<file path="src/rtl/button_conditioner.sv">
// Per-channel 2-FF synchroniser plus counting debouncer for the player push-buttons.
// Emits registered debounced levels and one-cycle press/release strobes.
module button_conditioner #(
    parameter int N_BTN           = 3,
    parameter int DEBOUNCE_CYCLES = 16
) (
    input  logic             clk,
    input  logic             rst,
    input  logic [N_BTN-1:0] btn_raw,
    output logic [N_BTN-1:0] buttons,
    output logic [N_BTN-1:0] press,
    output logic [N_BTN-1:0] release_o,
    output logic             any_press
);

    localparam int CNT_W = (DEBOUNCE_CYCLES > 1) ? $clog2(DEBOUNCE_CYCLES) : 1;
    localparam logic [CNT_W-1:0] CNT_MAX = CNT_W'(DEBOUNCE_CYCLES - 1);

    for (genvar i = 0; i < N_BTN; i++) begin : g_ch
        logic             s1_q, s2_q;
        logic             stable_q, stable_d;
        logic             press_q, press_d;
        logic             rel_q, rel_d;
        logic [CNT_W-1:0] cnt_q, cnt_d;

        // Accept a change only after s2 has disagreed with stable for CNT_MAX+1 edges.
        always_comb begin
            stable_d = stable_q;
            cnt_d    = cnt_q;
            press_d  = 1'b0;
            rel_d    = 1'b0;
            if (s2_q == stable_q) begin
                cnt_d = '0;
            end else if (cnt_q == CNT_MAX) begin
                stable_d = s2_q;
                cnt_d    = '0;
                press_d  = s2_q;
                rel_d    = ~s2_q;
            end else begin
                cnt_d = cnt_q + CNT_W'(1);
            end
        end

        always_ff @(posedge clk) begin
            if (rst) begin
                s1_q     <= 1'b0;
                s2_q     <= 1'b0;
                stable_q <= 1'b0;
                cnt_q    <= '0;
                press_q  <= 1'b0;
                rel_q    <= 1'b0;
            end else begin
                s1_q     <= btn_raw[i];
                s2_q     <= s1_q;
                stable_q <= stable_d;
                cnt_q    <= cnt_d;
                press_q  <= press_d;
                rel_q    <= rel_d;
            end
        end

        assign buttons[i]   = stable_q;
        assign press[i]     = press_q;
        assign release_o[i] = rel_q;
    end

    assign any_press = |press;

endmodule
</file>
<file path="config.mk">
export PLATFORM = sky130hd
export DESIGN_NAME = button_conditioner
export DESIGN_NICKNAME = d
export VERILOG_FILES = /design/src/rtl/button_conditioner.sv
export SDC_FILE = /design/constraint.sdc
export NUM_CORES = 1
export LEC_CHECK = 0
export CORE_MARGIN = 1
export CORE_UTILIZATION = 30
export CTS_BUF_LIST = sky130_fd_sc_hd__clkbuf_16
export DETAILED_ROUTE_END_ITERATION = 16
export PLACE_DENSITY_LB_ADDON = 0.25
export SETUP_SLACK_MARGIN = 0.5
export SLEW_MARGIN = 20
export SYNTH_ARGS = -nofsm -noshare
export SYNTH_HDL_FRONTEND = slang
export SYNTH_SLANG_ARGS = --single-unit
</file>
<file path="constraint.sdc">
create_clock -name clk -period 3.95 [get_ports clk]
set_clock_uncertainty 0.2 [all_clocks]
set_input_delay 0.5925 -clock clk [delete_from_list [all_inputs] [get_ports clk]]
set_output_delay 0.5925 -clock clk [all_outputs]
set_load 0.02 [all_outputs]
</file>
==> flow_summary.html, run 1 <==
<table>
<tr><th>Metric</th><th>Value</th></tr>
<tr><th colspan="2">Clocking</th></tr>
<tr><td>Root Buffer Master</td><td>clkbuf_16</td></tr>
<tr><td>Clk pin slew, worst setup/hold paths</td><td>70 ps</td></tr>
<tr><td>Insertion delay of the later-clocked pin in the worst-skew pair</td><td>260 ps</td></tr>
<tr><td>Clock tree sinks</td><td>27</td></tr>
<tr><td>Number of instances resized during post-cts repair</td><td>0</td></tr>
<tr><td>Clock tree buffer depth</td><td>2</td></tr>
<tr><td>CTS HTree Levels</td><td>1</td></tr>
<tr><td>Setup bufs post-CTS</td><td>0</td></tr>
<tr><td># hold bufs at CTS</td><td>0</td></tr>
<tr><td>Clock tree from TritonCTS</td><td>built</td></tr>
<tr><td>Total clock buffers created by CTS</td><td>3</td></tr>
<tr><th colspan="2">Synth</th></tr>
<tr><td>Unique cell type count in the Yosys netlist</td><td>21</td></tr>
<tr><td>Cells after synthesis</td><td>96</td></tr>
<tr><td>Netlist Area Pre-Place</td><td>993.5 µm²</td></tr>
<tr><td>Synth Net Count</td><td>104</td></tr>
<tr><td>Most frequently used flop master after synthesis</td><td>dfxtp_1</td></tr>
<tr><td>Library cell with the highest instance count after synthesis</td><td>dfxtp_1</td></tr>
<tr><td>Synth async-reset ratio</td><td>0%</td></tr>
<tr><td>Cell taking the most area after synthesis</td><td>dfxtp_1</td></tr>
<tr><td>Mean cell area of the mapped netlist</td><td>10.35 µm²</td></tr>
<tr><td>Count of flip-flops with a built-in enable after synthesis</td><td>0</td></tr>
<tr><td>Sequential cell area fraction in the yosys report</td><td>54.41%</td></tr>
<tr><td>Share of the synthesized area in the top cell type</td><td>54.41%</td></tr>
<tr><td>Commonest cells post-synth</td><td>dfxtp_1, nor2_1, buf_4</td></tr>
<tr><td>Cell types with the largest area share after synthesis</td><td>dfxtp_1, buf_4, xor2_1, nor2_1, ha_1</td></tr>
<tr><td>Seq cells post-synth</td><td>27</td></tr>
<tr><td>Count of warnings emitted by yosys</td><td>0</td></tr>
<tr><th colspan="2">Die</th></tr>
<tr><td>Initial core utilization</td><td>32.02%</td></tr>
<tr><td>Height of the die</td><td>59.55 µm</td></tr>
<tr><td>Horiz. Die Dim</td><td>59.55 µm</td></tr>
<tr><td>Core footprint</td><td>0.003103 mm²</td></tr>
<tr><td>Number of I/O pins</td><td>15</td></tr>
<tr><td>Count of standard-cell rows</td><td>20</td></tr>
<tr><td>Overall die area</td><td>0.003546 mm²</td></tr>
<tr><th colspan="2">Power</th></tr>
<tr><td>PwrDens</td><td>431.5 mW/mm²</td></tr>
<tr><td>Portion of total power attributed to combinational logic</td><td>2.4%</td></tr>
<tr><td>Total internal power</td><td>419.0 µW</td></tr>
<tr><td>Portion of total power attributed to the clock network</td><td>43.7%</td></tr>
<tr><td>Switching power as a share of total power</td><td>18.82%</td></tr>
<tr><td>VDD IR-drop max</td><td>0.1992 mV</td></tr>
<tr><td>Lkg Pwr</td><td>0.4943 nW</td></tr>
<tr><td>Part of the total power dissipated in sequential elements</td><td>53.9%</td></tr>
<tr><td>Switching power of the nets</td><td>97.12 µW</td></tr>
<tr><th colspan="2">Global route</th></tr>
<tr><td>First-pass GRT wire length</td><td>2.049 mm</td></tr>
<tr><td>Met3 usage in global routing</td><td>2.620%</td></tr>
<tr><td>Number of global-route vias before repair</td><td>468</td></tr>
<tr><td>Antenna violations before repair</td><td>0</td></tr>
<tr><td>Most Used Layer, Global Route</td><td>met1</td></tr>
<tr><td>Overall fraction of global-route tracks in use</td><td>8.291%</td></tr>
<tr><td>Met2 Use GR</td><td>10.91%</td></tr>
<tr><td>Met1 demand-to-capacity share in global routing</td><td>11.25%</td></tr>
<tr><td>GRT Residual Overflow</td><td>0</td></tr>
<tr><td>Maximum number of pins on one net before global-route repair</td><td>16</td></tr>
<tr><th colspan="2">Placed design</th></tr>
<tr><td>Weighted congestion reported at the end of routability-driven placement</td><td>0.7328</td></tr>
<tr><td>Placed cell area</td><td>0.001116 mm²</td></tr>
<tr><td>Placed wire-length estimate</td><td>1.006 mm</td></tr>
<tr><td>Input/output buffers</td><td>14</td></tr>
<tr><th colspan="2">Final layout</th></tr>
<tr><td>Final std cell area, no fill</td><td>0.001196 mm²</td></tr>
<tr><td>Antenna fix cells</td><td>0</td></tr>
<tr><td>Area growth from synthesis to layout</td><td>20.40%</td></tr>
<tr><td>Share of post-route cells with drive strength above 1</td><td>5.769%</td></tr>
<tr><td>Number of nets in the final layout</td><td>113</td></tr>
<tr><th colspan="2">Detailed routing</th></tr>
<tr><td>Total iterations of the first detailed-routing run</td><td>4</td></tr>
<tr><td>Number of design-rule violations left by the first detailed-router iteration</td><td>14</td></tr>
<tr><td>Via count</td><td>617</td></tr>
<tr><td>Routed vias/inst</td><td>4.169</td></tr>
<tr><td>Wirelength, routed</td><td>1.389 mm</td></tr>
<tr><td>Routed wire per std cell</td><td>9.385 µm</td></tr>
<tr><td>Antenna viol nets, final</td><td>0</td></tr>
<tr><td>Number of DRC violations after detailed routing</td><td>0</td></tr>
<tr><th colspan="2">STA</th></tr>
<tr><td>Actual transition at the worst max-transition pin</td><td>482.0 ps</td></tr>
<tr><td>Setup-violating endpoint count in the final report</td><td>0</td></tr>
<tr><td>Unrepaired setup endpoints after global routing</td><td>false</td></tr>
<tr><td>Max-slew violation count</td><td>0</td></tr>
<tr><td>Final TNS setup</td><td>0 ps</td></tr>
<tr><td>Crit share post-route</td><td>56.84%</td></tr>
<tr><td>Final period demand of the worst path</td><td>2245 ps</td></tr>
<tr><td>FMAX</td><td>0.4454 GHz</td></tr>
<tr><td>Final-report hold violation count</td><td>0</td></tr>
<tr><td>Normalized max-slew margin</td><td>67.77%</td></tr>
<tr><th colspan="2">Critical path</th></tr>
<tr><td>Data required time at the worst endpoint</td><td>3160 ps</td></tr>
<tr><td>Critical path start-end classification</td><td>flip-flop to output port</td></tr>
<tr><td>Startpoint Class</td><td>flip-flop</td></tr>
<tr><td>Arrival time worst endpoint</td><td>1450 ps</td></tr>
<tr><td>Largest fanout of any net on the critical path</td><td>2</td></tr>
<tr><td>Category of the worst setup path capture point</td><td>output port</td></tr>
<tr><th colspan="2">Outcome</th></tr>
<tr><td>Outcome</td><td>completed</td></tr>
<tr><th colspan="2">Worst hold path</th></tr>
<tr><td>Worst min path class</td><td>flip-flop to flip-flop</td></tr>
<tr><th colspan="2">Run</th></tr>
<tr><td>Number of max-capacitance violations reported</td><td>0</td></tr>
</table>
-- critical path, cell delays in order, from the launching register on --
cell,delay [ps]
dfxtp_1,310
or3_1,350
clkdlybuf4s50_1,540
-- logic make-up after synthesis --
kind of cell	synth area share, %
and+or+nand+nor	21.03
DFF	54.41
buffers and inverters	9.193
xor gates and xnor gates	7.053
AOI/OAI and AO/OA	1.511
muxes	3.023
adders and majority gates	3.779
-- metrics by stage --
step	hold WS (ps)	utilization (%)	power [mW]	cells	setup WS (ps)
after CTS	243.7	38.55	0.5219	148	1698
final	238.6	38.55	0.5161	148	1705
after global routing	259.7	38.55	0.5315	148	1670
after global placement	216.2	35.97	0.2966	144	1869
after detailed placement	227.5	35.97	0.2970	144	1798
after floorplan	213.8	-	0.2912	96	2413
-- state kept, by name, summed over array words and instances, names as in the netlist --
| register | cells |
|---|---|
| g_ch.cnt_q | 12 |
| g_ch.rel_q | 3 |
| g_ch.stable_q | 3 |
| g_ch.press_q | 3 |
| g_ch.s1_q | 3 |
| g_ch.s2_q | 3 |
-- cells in the final DEF (no fill, tap or decap), drive strengths merged --
master         netlist  final
nand2                2      2
ha                   3      3
mux2i                3      3
a21oi                2      2
xnor2                1      1
o21ai                1      1
and3                 2      2
clkinv               0      1
dfxtp               27     27
nor2b                6      6
nor4b                4      4
nand4b               1      1
nor3                 2      2
clkbuf               0      3
nand3                7      7
clkdlybuf4s50        0     14
or3                  1      1
nor2                11     11
xor2                 7      7
inv                  5      5
nor3b                1      1
-- power groups by stage --
stage                     clock network [mW]  registers [mW]  logic, mW
after global placement                     0           0.284     0.0122
final                                  0.225           0.278     0.0123
after floorplan                            0           0.284    0.00715
after CTS                              0.231           0.278     0.0125
after global routing                   0.239           0.279     0.0138
after detailed placement                   0           0.285     0.0124
-- final cells by class --
type                       count  area [µm²]
inverter                       5       18.77
sequential                    27       540.5
timing repair buffer          14       140.1
tap                           44       55.05
clock buffer                   3       75.07
multi-input combinational     54       361.6
fill                         338        1907
clock inverter                 1       5.005
-- path summary, 6_finish.rpt --
kind | from | end | slack [ps] | cells past startpoint
worst max-delay path | g_ch[1].press_q | any_press | 1700 | 2
worst max register to register | g_ch[2].cnt_q[0] | g_ch[2].press_q | 2520 | 3
worst min-delay path | g_ch[2].s1_q | g_ch[2].s2_q | 240 | 1
worst min register to register | g_ch[2].s1_q | g_ch[2].s2_q | 240 | 1
-- per-layer routing --
metal,vias up,wire (µm)
li1,326,-
met1,275,735
met2,14,573
met3,2,57
met4,0,21
met5,-,0
(Power assumes the default switching activity.)
==> run 2: changes to the inputs <==
==> constraint.sdc (replaced) <==
create_clock -name clk -period 2.26 [get_ports clk]
set_clock_uncertainty 0.2 [all_clocks]
set_input_delay 0.339 -clock clk [delete_from_list [all_inputs] [get_ports clk]]
set_output_delay 0.339 -clock clk [all_outputs]
set_load 0.02 [all_outputs]
==> run 2 against run 1 <==
Die area unchanged. Sequential power up 75%. Core utilization grew 0.12 points. Critical endpoint is now press[0]. Highest routed layer unchanged.
==> flow_summary.html, run 2 (synthesis results as in run 1) <==
<table>
<tr><th>Metric</th><th>Value</th></tr>
<tr><th colspan="2">Outcome</th></tr>
<tr><td>Outcome</td><td>completed</td></tr>
<tr><th colspan="2">Detailed routing</th></tr>
<tr><td>Antenna viol nets, final</td><td>0</td></tr>
<tr><td>Routed wire per std cell</td><td>9.101 µm</td></tr>
<tr><td>Via count</td><td>625</td></tr>
<tr><td>Total iterations of the first detailed-routing run</td><td>4</td></tr>
<tr><td>Wirelength, routed</td><td>1.356 mm</td></tr>
<tr><td>Number of DRC violations after detailed routing</td><td>0</td></tr>
<tr><td>Routed vias/inst</td><td>4.195</td></tr>
<tr><td>Number of design-rule violations left by the first detailed-router iteration</td><td>4</td></tr>
<tr><th colspan="2">Power</th></tr>
<tr><td>VDD IR-drop max</td><td>0.6137 mV</td></tr>
<tr><td>Switching power as a share of total power</td><td>18.72%</td></tr>
<tr><td>Switching power of the nets</td><td>169.3 µW</td></tr>
<tr><td>Portion of total power attributed to the clock network</td><td>43.7%</td></tr>
<tr><td>Total internal power</td><td>735.1 µW</td></tr>
<tr><td>Part of the total power dissipated in sequential elements</td><td>53.8%</td></tr>
<tr><td>PwrDens</td><td>753.7 mW/mm²</td></tr>
<tr><td>Tot Pwr</td><td>904.4 µW</td></tr>
<tr><td>Lkg Pwr</td><td>0.5299 nW</td></tr>
<tr><td>Portion of total power attributed to combinational logic</td><td>2.5%</td></tr>
<tr><th colspan="2">STA</th></tr>
<tr><td>Crit share post-route</td><td>75.96%</td></tr>
<tr><td>Final-report hold violation count</td><td>0</td></tr>
<tr><td>Max-slew violation count</td><td>0</td></tr>
<tr><td>Final worst hold slack</td><td>234.0 ps</td></tr>
<tr><td>Normalized max-slew margin</td><td>79.20%</td></tr>
<tr><td>Final period demand of the worst path</td><td>1717 ps</td></tr>
<tr><td>Slack of the critical path</td><td>543.2 ps</td></tr>
<tr><td>Final TNS setup</td><td>0 ps</td></tr>
<tr><td>Unrepaired setup endpoints after global routing</td><td>false</td></tr>
<tr><td>Actual transition at the worst max-transition pin</td><td>311.0 ps</td></tr>
<tr><td>Setup-violating endpoint count in the final report</td><td>0</td></tr>
<tr><td>FMAX</td><td>0.5825 GHz</td></tr>
<tr><th colspan="2">Critical path</th></tr>
<tr><td>Cell family contributing the most delay on the critical path</td><td>buffers and inverters</td></tr>
<tr><td>Category of the worst setup path capture point</td><td>output port</td></tr>
<tr><td>Critical-path cell list</td><td>clkdlybuf4s50_1</td></tr>
<tr><td>Launching instance or port of the critical path</td><td>g_ch[0].press_q</td></tr>
<tr><td>FF-to-FF Start</td><td>g_ch[0].cnt_q[0]</td></tr>
<tr><td>Critical path start-end classification</td><td>flip-flop to output port</td></tr>
<tr><td>Largest fanout of any net on the critical path</td><td>2</td></tr>
<tr><td>Length in cells of the worst reg-to-reg path</td><td>4</td></tr>
<tr><td>Critical path endpoint</td><td>press[0]</td></tr>
<tr><td>Startpoint Class</td><td>flip-flop</td></tr>
<tr><td>Worst path slowest cell</td><td>clkdlybuf4s50_1</td></tr>
<tr><td>Count of buffer and inverter cells on the critical path</td><td>1</td></tr>
<tr><td>Data required time at the worst endpoint</td><td>1720 ps</td></tr>
<tr><td>Arrival time worst endpoint</td><td>1180 ps</td></tr>
<tr><td>Internal reg-to-reg setup slack</td><td>900 ps</td></tr>
<tr><td>Biggest cell delay along the critical path</td><td>600 ps</td></tr>
<tr><td>Worst r2r dst</td><td>g_ch[0].stable_q</td></tr>
<tr><td>Stages on the worst setup path</td><td>1</td></tr>
<tr><th colspan="2">Clocking</th></tr>
<tr><td>CTS HTree Levels</td><td>1</td></tr>
<tr><td>Clk pin slew, worst setup/hold paths</td><td>70 ps</td></tr>
<tr><td>Clock tree from TritonCTS</td><td>built</td></tr>
<tr><td>Root Buffer Master</td><td>clkbuf_16</td></tr>
<tr><td>Clock tree buffer depth</td><td>2</td></tr>
<tr><td># hold bufs at CTS</td><td>0</td></tr>
<tr><td>Total clock buffers created by CTS</td><td>3</td></tr>
<tr><td>Clock tree sinks</td><td>27</td></tr>
<tr><td>Insertion delay of the later-clocked pin in the worst-skew pair</td><td>260 ps</td></tr>
<tr><th colspan="2">Global route</th></tr>
<tr><td>Antenna violations before repair</td><td>0</td></tr>
<tr><td>Overall fraction of global-route tracks in use</td><td>8.771%</td></tr>
<tr><td>Number of global-route vias before repair</td><td>532</td></tr>
<tr><td>GRT Residual Overflow</td><td>0</td></tr>
<tr><td>Maximum number of pins on one net before global-route repair</td><td>17</td></tr>
<tr><td>First-pass GRT wire length</td><td>2.270 mm</td></tr>
<tr><th colspan="2">Final layout</th></tr>
<tr><td>Final std cell area, no fill</td><td>0.001200 mm²</td></tr>
<tr><td>Largest reg by FF count</td><td>g_ch.cnt_q</td></tr>
<tr><td>Area growth from synthesis to layout</td><td>20.78%</td></tr>
<tr><td>Most common cell after layout, fill and taps aside</td><td>dfxtp_1</td></tr>
<tr><td>Antenna fix cells</td><td>0</td></tr>
<tr><td>Flip-flop count of the largest register, all copies and words added</td><td>12</td></tr>
<tr><td>Share of post-route cells with drive strength above 1</td><td>7.619%</td></tr>
<tr><td>Top library cells by usage in the layout, fill and taps aside</td><td>dfxtp_1, nor2_1, clkdlybuf4s50_1, nand3_1, xor2_1</td></tr>
<tr><td>Number of nets in the final layout</td><td>114</td></tr>
<tr><th colspan="2">Placed design</th></tr>
<tr><td>Worst Setup Slack post-DPL</td><td>542.8 ps</td></tr>
<tr><td>Weighted congestion reported at the end of routability-driven placement</td><td>0.6660</td></tr>
<tr><td>Placed wire-length estimate</td><td>1.035 mm</td></tr>
<tr><td>Placed cell area</td><td>0.001124 mm²</td></tr>
<tr><td>Input/output buffers</td><td>14</td></tr>
<tr><th colspan="2">Worst hold path</th></tr>
<tr><td>Worst min path class</td><td>flip-flop to flip-flop</td></tr>
<tr><th colspan="2">Die</th></tr>
<tr><td>Height of the die</td><td>59.55 µm</td></tr>
<tr><td>Horiz. Die Dim</td><td>59.55 µm</td></tr>
<tr><td>Overall die area</td><td>0.003546 mm²</td></tr>
<tr><td>Count of standard-cell rows</td><td>20</td></tr>
<tr><td>Core footprint</td><td>0.003103 mm²</td></tr>
<tr><td>Initial core utilization</td><td>32.02%</td></tr>
<tr><td>Number of I/O pins</td><td>15</td></tr>
<tr><th colspan="2">Run</th></tr>
<tr><td>Number of max-capacitance violations reported</td><td>0</td></tr>
</table>
-- run 2: worst min path at each step --
| stage | startpoint | endpoint | slack (ps) | cells past startpoint |
|---|---|---|---|---|
| after global placement | g_ch[1].s1_q | g_ch[1].s2_q | 220 | 1 |
| after floorplan | rst | g_ch[0].s1_q | 210 | 1 |
| after global routing | g_ch[2].s1_q | g_ch[2].s2_q | 250 | 1 |
| after detailed placement | g_ch[0].s1_q | g_ch[0].s2_q | 220 | 1 |
| final | g_ch[1].s1_q | g_ch[1].s2_q | 230 | 1 |
| after CTS | g_ch[1].s1_q | g_ch[1].s2_q | 240 | 1 |
-- run 2: per-layer routing --
metal	vias up	GRT usage, %	share of wire [%]
met4	0	2.990	0.59
li1	330	-	-
met3	2	3.930	5.6
met1	279	10.35	47
met5	-	0	0
met2	14	14.13	46
-- run 2: layout make-up --
type,instances,area [µm²]
clock buffer,3,75.07
clock inverter,1,7.507
fill,336,1903
inverter,5,18.77
multi-input combinational,54,361.6
sequential,27,540.5
tap,44,55.05
timing repair buffer,15,141.4
-- run 2: through the flow --
step                      instances  util (%)
after floorplan                  96         -
after global placement          145     36.21
final                           149     38.67
after CTS                       149     38.71
after detailed placement        145     36.21
after global routing            149     38.67
-- run 2: what timing repair did --
item	4_1_cts	5_1_grt
endpoints found under the setup margin	4	2
gates resized for setup	4	3
buffers inserted	0	0
-- run 2: power groups by stage --
stage	Clock, mW	Sequential (mW)	Combinational [mW]
2_1_floorplan	0	0.496	0.0125
3_3_place_gp	0	0.497	0.0226
3_5_place_dp	0	0.497	0.0232
4_1_cts	0.406	0.486	0.0233
5_1_grt	0.425	0.487	0.0255
6_report	0.395	0.487	0.0229
==> run 3: changes to the inputs <==
==> constraint.sdc (replaced) <==
create_clock -name clk -period 1.7 [get_ports clk]
set_clock_uncertainty 0.2 [all_clocks]
set_input_delay 0.255 -clock clk [delete_from_list [all_inputs] [get_ports clk]]
set_output_delay 0.255 -clock clk [all_outputs]
set_load 0.02 [all_outputs]
==> run 3 against run 2 <==
Flip-flop and latch count unchanged. Via count grew 6.7%. Design area grew 15%. Worst setup slack got worse by 370 ps. First-iteration DRC count increased by 50%. Hold slack gained 5.9 ps. Core utilization up 5.9 points. Global-route usage increased by 1.7 points. Critical path depth rose by 1.
==> flow_summary.html, run 3 (synthesis results as in run 1) <==
<table>
<tr><th>Metric</th><th>Value</th></tr>
<tr><th colspan="2">Final layout</th></tr>
<tr><td>Finished Core Util</td><td>44.60%</td></tr>
<tr><td>Number of nets in the final layout</td><td>119</td></tr>
<tr><td>Largest reg by FF count</td><td>g_ch.cnt_q</td></tr>
<tr><td>Area growth from synthesis to layout</td><td>39.29%</td></tr>
<tr><td>Share of post-route cells with drive strength above 1</td><td>46.36%</td></tr>
<tr><td>Most common cell after layout, fill and taps aside</td><td>dfxtp_1</td></tr>
<tr><td>Antenna fix cells</td><td>0</td></tr>
<tr><td>Final std cell area, no fill</td><td>0.001384 mm²</td></tr>
<tr><td>Top library cells by usage in the layout, fill and taps aside</td><td>dfxtp_1, dfxtp_2, nor2_1, buf_4</td></tr>
<tr><td>Flip-flop count of the largest register, all copies and words added</td><td>12</td></tr>
<tr><td>Layout Cells excl Fill</td><td>154</td></tr>
<tr><th colspan="2">Detailed routing</th></tr>
<tr><td>Antenna viol nets, final</td><td>0</td></tr>
<tr><td>Routed vias/inst</td><td>4.331</td></tr>
<tr><td>Number of DRC violations after detailed routing</td><td>0</td></tr>
<tr><td>Number of design-rule violations left by the first detailed-router iteration</td><td>6</td></tr>
<tr><td>Via count</td><td>667</td></tr>
<tr><td>Total iterations of the first detailed-routing run</td><td>4</td></tr>
<tr><td>Routed wire per std cell</td><td>10.12 µm</td></tr>
<tr><td>Wirelength, routed</td><td>1.559 mm</td></tr>
<tr><th colspan="2">Global route</th></tr>
<tr><td>GRT Residual Overflow</td><td>0</td></tr>
<tr><td>Maximum number of pins on one net before global-route repair</td><td>15</td></tr>
<tr><td>Antenna violations before repair</td><td>0</td></tr>
<tr><td>First-pass GRT wire length</td><td>2.711 mm</td></tr>
<tr><td>Overall fraction of global-route tracks in use</td><td>10.45%</td></tr>
<tr><td>Number of global-route vias before repair</td><td>631</td></tr>
<tr><th colspan="2">Critical path</th></tr>
<tr><td>Critical-path cell list</td><td>or3_4, buf_6</td></tr>
<tr><td>Category of the worst setup path capture point</td><td>output port</td></tr>
<tr><td>Largest fanout of any net on the critical path</td><td>2</td></tr>
<tr><td>Startpoint Class</td><td>flip-flop</td></tr>
<tr><td>Count of buffer and inverter cells on the critical path</td><td>1</td></tr>
<tr><td>Cell family contributing the most delay on the critical path</td><td>simple AND/OR/NAND/NOR gates</td></tr>
<tr><td>Worst path slowest cell</td><td>or3_4</td></tr>
<tr><td>Launching instance or port of the critical path</td><td>g_ch[2].press_q</td></tr>
<tr><td>Critical path start-end classification</td><td>flip-flop to output port</td></tr>
<tr><td>Biggest cell delay along the critical path</td><td>370 ps</td></tr>
<tr><td>FF-to-FF Start</td><td>g_ch[2].cnt_q[1]</td></tr>
<tr><td>Internal reg-to-reg setup slack</td><td>520 ps</td></tr>
<tr><td>Arrival time worst endpoint</td><td>1070 ps</td></tr>
<tr><td>Data required time at the worst endpoint</td><td>1240 ps</td></tr>
<tr><th colspan="2">Power</th></tr>
<tr><td>PwrDens</td><td>864.5 mW/mm²</td></tr>
<tr><td>Tot Pwr</td><td>1.196 mW</td></tr>
<tr><td>VDD IR-drop max</td><td>0.3729 mV</td></tr>
<tr><td>Lkg Pwr</td><td>0.5511 nW</td></tr>
<tr><th colspan="2">Clocking</th></tr>
<tr><td>CTS HTree Levels</td><td>1</td></tr>
<tr><td>Clock tree buffer depth</td><td>2</td></tr>
<tr><td>Root Buffer Master</td><td>clkbuf_16</td></tr>
<tr><td>Clk pin slew, worst setup/hold paths</td><td>60 ps</td></tr>
<tr><td>Clock tree sinks</td><td>27</td></tr>
<tr><td>Total clock buffers created by CTS</td><td>3</td></tr>
<tr><td>Insertion delay of the later-clocked pin in the worst-skew pair</td><td>250 ps</td></tr>
<tr><td>Clock tree from TritonCTS</td><td>built</td></tr>
<tr><th colspan="2">STA</th></tr>
<tr><td>FMAX</td><td>0.6544 GHz</td></tr>
<tr><td>Final period demand of the worst path</td><td>1528 ps</td></tr>
<tr><td>Actual transition at the worst max-transition pin</td><td>227.3 ps</td></tr>
<tr><td>Unrepaired setup endpoints after global routing</td><td>true</td></tr>
<tr><td>Normalized max-slew margin</td><td>84.78%</td></tr>
<tr><td>Final worst hold slack</td><td>239.9 ps</td></tr>
<tr><td>Final TNS setup</td><td>0 ps</td></tr>
<tr><td>Crit share post-route</td><td>89.88%</td></tr>
<tr><td>Slack of the critical path</td><td>172.0 ps</td></tr>
<tr><td>Max-slew violation count</td><td>0</td></tr>
<tr><td>Final-report hold violation count</td><td>0</td></tr>
<tr><td>Setup-violating endpoint count in the final report</td><td>0</td></tr>
<tr><th colspan="2">Die</th></tr>
<tr><td>Initial core utilization</td><td>32.02%</td></tr>
<tr><td>Overall die area</td><td>0.003546 mm²</td></tr>
<tr><td>Horiz. Die Dim</td><td>59.55 µm</td></tr>
<tr><td>Number of I/O pins</td><td>15</td></tr>
<tr><td>Count of standard-cell rows</td><td>20</td></tr>
<tr><td>Height of the die</td><td>59.55 µm</td></tr>
<tr><td>Core footprint</td><td>0.003103 mm²</td></tr>
<tr><th colspan="2">Worst hold path</th></tr>
<tr><td>Startpoint of the most critical hold path</td><td>g_ch[0].s1_q</td></tr>
<tr><td>Worst min path class</td><td>flip-flop to flip-flop</td></tr>
<tr><th colspan="2">Placed design</th></tr>
<tr><td>Worst Setup Slack post-DPL</td><td>62.57 ps</td></tr>
<tr><td>Cells after DPL</td><td>146</td></tr>
<tr><td>Placed cell area</td><td>0.001139 mm²</td></tr>
<tr><td>Placed wire-length estimate</td><td>1.053 mm</td></tr>
<tr><td>Input/output buffers</td><td>14</td></tr>
<tr><td>Weighted congestion reported at the end of routability-driven placement</td><td>0.7108</td></tr>
<tr><th colspan="2">Run</th></tr>
<tr><td>Number of max-capacitance violations reported</td><td>0</td></tr>
<tr><th colspan="2">Outcome</th></tr>
<tr><td>Outcome</td><td>completed</td></tr>
</table>
-- run 3: cell types whose count changed in the layout (fill, tap and decap cells not counted), sizes merged --
cell,change
clkdlybuf4s50,-6
dlymetal6s2s,-1
buf,+15
inv,+1
clkbuf,-1
clkinvlp,-1
dlygate4sd2,-2
-- run 3: area by class of cell --
type / instances / area [µm²]
fill: 310 / 1719
sequential: 27 / 563.0
multi-input combinational: 54 / 504.2
timing repair buffer: 20 / 163.9
clock buffer: 3 / 75.07
tap: 44 / 55.05
inverter: 5 / 18.77
clock inverter: 1 / 3.754
-- run 3: worst paths after layout --
check,cells past startpoint,endpoint
setup / recovery,2,any_press
hold / removal,1,g_ch[0].s2_q
setup reg to reg,4,g_ch[2].stable_q
hold reg to reg,1,g_ch[0].s2_q
-- run 3: where the power goes --
part	switching, mW	internal [mW]
clock network	0.197	0.314
registers	0.00725	0.639
logic	0.0172	0.0220
total	0.221	0.975
-- run 3: repair_timing --
action / in CTS / in global routing
pin swaps: 3 / 5
setup buffers: 2 / 2
hold buffers: 0 / 0
gates cloned: 0 / 0
endpoints found under the setup margin: 28 / 20
resized for setup: 65 / 24
-- run 3: worst register-to-register path: cells and delay by family (launching register included) --
family	cells	cell delay (ps)
fa+ha+maj	1	170
flops	1	330
mux	1	200
simple gates	2	180
-- run 3: routing by layer --
layer,wire (µm),global-route usage [%],vias to the layer above
met5,0,0,-
met4,21,6.977,0
met3,75,2.402,2
met2,760,16.85,12
met1,701,12.32,317
li1,-,-,336
